[config.mk]
export PLATFORM = sky130hd
export DESIGN_NAME = ticket_arbiter
export DESIGN_NICKNAME = d
export VERILOG_FILES = /design/src/rtl/ticket_pkg.sv /design/src/rtl/rr_pick.sv /design/src/rtl/ticket_arbiter.sv
export SDC_FILE = /design/constraint.sdc
export NUM_CORES = 1
export LEC_CHECK = 0
export CORE_MARGIN = 5
export CORE_UTILIZATION = 45
export DETAILED_ROUTE_END_ITERATION = 7
export PLACE_DENSITY = 0.82
export SLEW_MARGIN = 20
export SYNTH_ARGS = -nofsm -noshare
export SYNTH_HDL_FRONTEND = slang
export SYNTH_HIERARCHICAL = 1
export SYNTH_SLANG_ARGS = --single-unit
[constraint.sdc]
create_clock -name clk -period 1.6 [get_ports clk]
set_clock_uncertainty 0.15 [all_clocks]
set_input_delay 0.16 -clock clk [delete_from_list [all_inputs] [get_ports clk]]
set_output_delay 0.16 -clock clk [all_outputs]
set_load 0.02 [all_outputs]
[src/rtl/ticket_pkg.sv]
// Shared types and defaults for the ticket arbiter: FSM state encoding and
// parameter defaults used by the top and the round-robin picker.
package ticket_pkg;

  localparam int DEF_N_REQ = 4;
  localparam int DEF_WIDTH = 8;

  typedef enum logic [0:0] {
    IDLE  = 1'b0,
    GRANT = 1'b1
  } state_t;

endpackage

[src/rtl/rr_pick.sv]
// Combinational round-robin picker: the first asserted req at or after
// (last_grant+1) mod N_REQ wins.
module rr_pick
  import ticket_pkg::*;
#(
  parameter int N_REQ = DEF_N_REQ
) (
  input  logic [N_REQ-1:0]         req,
  input  logic [$clog2(N_REQ)-1:0] last_grant,
  output logic                     found,
  output logic [$clog2(N_REQ)-1:0] index
);

  localparam int IW = $clog2(N_REQ);

  int            pos;
  logic [IW-1:0] cand;

  always_comb begin
    found = 1'b0;
    index = '0;
    pos   = 0;
    cand  = '0;
    // Offsets 1..N_REQ so last_grant itself is checked last.
    for (int k = 1; k <= N_REQ; k++) begin
      pos = int'(last_grant) + k;
      if (pos >= N_REQ) pos = pos - N_REQ;
      cand = IW'(pos);
      if (!found && req[cand]) begin
        found = 1'b1;
        index = cand;
      end
    end
  end

endmodule

[src/rtl/ticket_arbiter.sv]
// Round-robin arbiter that hands each winner a ticket drawn from a shared
// wrapping counter; every grant is a one-cycle GRANT state followed by IDLE.
module ticket_arbiter
  import ticket_pkg::*;
#(
  parameter int N_REQ = DEF_N_REQ,
  parameter int WIDTH = DEF_WIDTH
) (
  input  logic                     clk,
  input  logic                     rst,
  input  logic                     en,
  input  logic                     clr,
  input  logic [N_REQ-1:0]         req,
  output logic [N_REQ-1:0]         ack,
  output logic [$clog2(N_REQ)-1:0] grant_id,
  output logic [WIDTH-1:0]         ticket,
  output logic                     wrap,
  output logic [WIDTH-1:0]         count,
  output logic                     busy
);

  localparam int IW = $clog2(N_REQ);

  state_t           state_q, state_d;
  logic [N_REQ-1:0] ack_q, ack_d;
  logic [IW-1:0]    grant_id_q, grant_id_d;
  logic [WIDTH-1:0] ticket_q, ticket_d;
  logic             wrap_q, wrap_d;
  logic [WIDTH-1:0] count_q, count_d;
  logic [IW-1:0]    last_q, last_d;

  logic             found;
  logic [IW-1:0]    pick;

  rr_pick #(.N_REQ(N_REQ)) u_pick (
    .req        (req),
    .last_grant (last_q),
    .found      (found),
    .index      (pick)
  );

  always_ff @(posedge clk) begin
    if (rst) begin
      state_q    <= IDLE;
      ack_q      <= '0;
      grant_id_q <= '0;
      ticket_q   <= '0;
      wrap_q     <= 1'b0;
      count_q    <= '0;
      last_q     <= IW'(N_REQ - 1);
    end else begin
      state_q    <= state_d;
      ack_q      <= ack_d;
      grant_id_q <= grant_id_d;
      ticket_q   <= ticket_d;
      wrap_q     <= wrap_d;
      count_q    <= count_d;
      last_q     <= last_d;
    end
  end

  always_comb begin
    state_d    = state_q;
    ack_d      = '0;
    grant_id_d = grant_id_q;
    ticket_d   = ticket_q;
    wrap_d     = 1'b0;
    count_d    = count_q;
    last_d     = last_q;
    unique case (state_q)
      IDLE: begin
        // clr wins over a pending request in the same cycle.
        if (clr) begin
          count_d = '0;
        end else if (en && found) begin
          state_d     = GRANT;
          ack_d[pick] = 1'b1;
          grant_id_d  = pick;
          ticket_d    = count_q;
          wrap_d      = &count_q;
          count_d     = count_q + 1'b1;
          last_d      = pick;
        end
      end
      GRANT: begin
        // req is ignored here; the issued ticket stands even if clr fires.
        state_d = IDLE;
        if (clr) count_d = '0;
      end
      default: state_d = IDLE;
    endcase
  end

  assign ack      = ack_q;
  assign grant_id = grant_id_q;
  assign ticket   = ticket_q;
  assign wrap     = wrap_q;
  assign count    = count_q;
  assign busy     = (state_q == GRANT);

endmodule

==> impl_metrics.json <==
{
  "seq_area_frac_synth_pct": 48.9,
  "timing.final.hold_violations": 0,
  "finalWorstPathRequiredPeriod_ns": 1.54,
  "post-cts-setup-buffers": 0,
  "fraction_of_final_layout_cells_sized_beyond_drive_strength_1_pct": 17.5,
  "stdcell_count": 199,
  "finish.utilization_pct": 71.6,
  "grt_first_pass_wirelength_um": 4570,
  "synthDistinctLibCells": 32,
  "tritoncts": "built",
  "globalRouteMet2Util_pct": 29.5,
  "num_io_pins": 32,
  "worst_slew_margin_rel_pct": 82.5,
  "final_report_setup_violation_count": 0,
  "synth_top_cells_by_area": "sky130_fd_sc_hd__dfxtp_1 (49%), sky130_fd_sc_hd__nand2_1 (9.9%), sky130_fd_sc_hd__a21oi_1 (8.9%), sky130_fd_sc_hd__nor3b_1 (2.1%), sky130_fd_sc_hd__or4_1 (2.1%)",
  "synthesis.area_per_instance_sq_um": 8.72,
  "rsz0062_at_grt": "false",
  "cts_hold_repair.buffers": 0,
  "worst_pin_slew_ns": 0.262,
  "htreeDepth": 1,
  "hpwl_after_dpl_um": 2160,
  "maxCapViolCount": 0,
  "die_w_um": 58.6,
  "vert_die_dim_um": 58.6,
  "vdd_ir_drop_max_mv": 0.669,
  "std_cell_rows": 17,
  "drc": 0,
  "synthToLayoutAreaGrowth_pct": 50.4,
  "dpl.cell_count": 195,
  "routed_length_per_placed_instance_um": 14.3,
  "cp_num_buf_inv": 1,
  "pin_count_of_the_biggest_net_entering_global_routing": 16,
  "port_buffers": 31,
  "dieArea_sq_um": 3440,
  "power_density_nw_per_um2": 796,
  "synth_async_sr_flop_share_pct": 0,
  "global_route.usage.total_pct": 16.7,
  "clock_latency_ns": 0.31,
  "synthDominantCellAreaShare_pct": 48.9,
  "synth-edff-count": 0,
  "antenna_viol_nets_final": 0,
  "timing.critical_path.from_type": "flip-flop",
  "yosys_warnings": 6,
  "fin_hold_ws_ns": 0.314,
  "post_place_setup_slack_ns": -0.333,
  "layout.nets": 181,
  "syn_area_sq_um": 1060,
  "timing.setup.critical_path_class": "reg2out",
  "critPathArrivalTime_ns": 1.23,
  "timing.critical_path.fanout_max": 1,
  "path_clk_slew_ns": 0.14,
  "layout_setup_ws_ns": 0.0579,
  "slew_violations": 0,
  "global_route.usage.met3_pct": 4.82,
  "dr.first_iter.drc_count": 21,
  "status": "finished, final reports clean",
  "critPathRequiredTime_ns": 1.29,
  "count_of_inserted_antenna_diode_cells": 0,
  "cts_buffers": 3,
  "antenna_violations_before_repair": 0,
  "most_common_library_cell_in_the_layout_ignoring_fill_and_taps": "sky130_fd_sc_hd__nand2_1",
  "clk_path_buf_depth": 2,
  "synthFlopType": "sky130_fd_sc_hd__dfxtp_1",
  "crit_path_max_incr_delay_ns": 0.59,
  "synth_fp_nets": 131,
  "synth-seq-cells": 26,
  "post_synth_inst_count": 122,
  "crit_path_max_delay_family": "buffers and inverters",
  "initial_drt_pass_iterations": 4,
  "via_count_of_the_routed_design": 1055,
  "grt_util_met1_pct": 20.2,
  "grt-ovfl-total": 0,
  "vias_in_the_first_global_route": 1058,
  "cts-root-buf": "sky130_fd_sc_hd__clkbuf_4",
  "layout.filler_cells": 183,
  "globalplace.congestion": 0.790,
  "drt-vias-per-instance": 5.30,
  "clkSinkCount": 26,
  "busiest_layer": "met2",
  "p_total_w": 0.00127,
  "start_util_pct": 47.6,
  "crit_end_category": "primary output",
  "clock.fmax_mhz": 648,
  "holdCritPathClass": "reg2reg",
  "post-synth-top-area-cell": "sky130_fd_sc_hd__dfxtp_1",
  "coreArea_sq_um": 2230,
  "timing.critical_path.cells": "clkdlybuf4s50_1",
  "detail_route.wirelength_um": 2850,
  "critical-path-slowest-cell": "sky130_fd_sc_hd__clkdlybuf4s50_1",
  "final.period_utilization_pct": 96.4,
  "static-leakage-power_nw": 0.836,
  "commonest_cells_after_routing_fill_and_taps_aside": "sky130_fd_sc_hd__nand2_1 (27), sky130_fd_sc_hd__dfxtp_1 (24), sky130_fd_sc_hd__a21oi_1 (19), sky130_fd_sc_hd__buf_4 (18)"
}
## state kept, by name, summed over array words and instances (netlist names)
signal and count:
count 8, wrap 1, grant_id 2, last_q 2, busy 1, ack 4, ticket 8
## synth_stat cells, types with 2 or more instances
cell type	n
sky130_fd_sc_hd__nand2_1	28
sky130_fd_sc_hd__nand3_1	2
sky130_fd_sc_hd__nor2_1	5
sky130_fd_sc_hd__nand2b_1	3
sky130_fd_sc_hd__o31ai_1	2
sky130_fd_sc_hd__buf_2	2
sky130_fd_sc_hd__clkbuf_1	2
sky130_fd_sc_hd__nor3b_1	3
sky130_fd_sc_hd__mux2i_1	2
sky130_fd_sc_hd__o21ai_0	3
sky130_fd_sc_hd__nand4b_1	2
sky130_fd_sc_hd__or4_1	3
sky130_fd_sc_hd__inv_1	2
sky130_fd_sc_hd__or3_1	2
sky130_fd_sc_hd__a21oi_1	19
sky130_fd_sc_hd__dfxtp_1	26
## cell type report
| class | instances | area, sq um | area share, % |
|---|---|---|---|
| inverter | 2 | 7.51 | 0.469 |
| tap | 28 | 35.0 | 2.19 |
| multi-input combinational | 90 | 520 | 32.6 |
| timing repair buffer | 49 | 460 | 28.8 |
| sequential | 26 | 523 | 32.7 |
| clock buffer | 3 | 22.5 | 1.41 |
| clock inverter | 1 | 30.0 | 1.88 |
## where the power goes
group | switching, W | internal, W
clock | 0.000190 | 0.000253
sequential | 0.0000118 | 0.000660
combinational | 0.0000771 | 0.0000819
## cell families (layout without fill, tap and decap cells)
| logic type | Yosys count | after routing | synth area share [%] |
|---|---|---|---|
| xor gates and xnor gates | 2 | 2 | 1.65 |
| DFF | 26 | 26 | 48.9 |
| muxes | 2 | 2 | 1.88 |
| AOI/OAI and AO/OA | 27 | 27 | 14.6 |
| adders and majority gates | 1 | 1 | 1.18 |
| buffers and inverters | 6 | 55 | 2.35 |
| and+or+nand+nor | 58 | 58 | 29.4 |
## metal layers
layer	share of wire [%]	up-vias
met5	0	-
met4	0.53	0
met3	7.0	2
met2	50	28
met1	42	502
li1	-	523
## per-stage QoR
step | instance area, sq um | TNS (ns)
after floorplan | 1070 | 0
after global placement | 1530 | -3.42
after detailed placement | 1530 | -5.41
after CTS | 1570 | 0
after global routing | 1600 | 0
final | 1600 | 0
## timing repair
| action | in CTS | in global routing |
|---|---|---|
| endpoints found under the setup margin | 14 | 13 |
| resized for setup | 13 | 12 |
| hold endpoints to repair | 0 | 0 |
| pin swaps | 0 | 3 |
## path summary, 6_finish.rpt
path	startpoint	to	slack (ns)	depth (start not counted)
max	ack[1]	ack[1]	0.06	1
min	grant_id[0]	grant_id[0]	0.31	2
max reg2reg	count[1]	count[6]	0.08	4
min reg2reg	grant_id[0]	grant_id[0]	0.31	2
(Power assumes the default switching activity.)
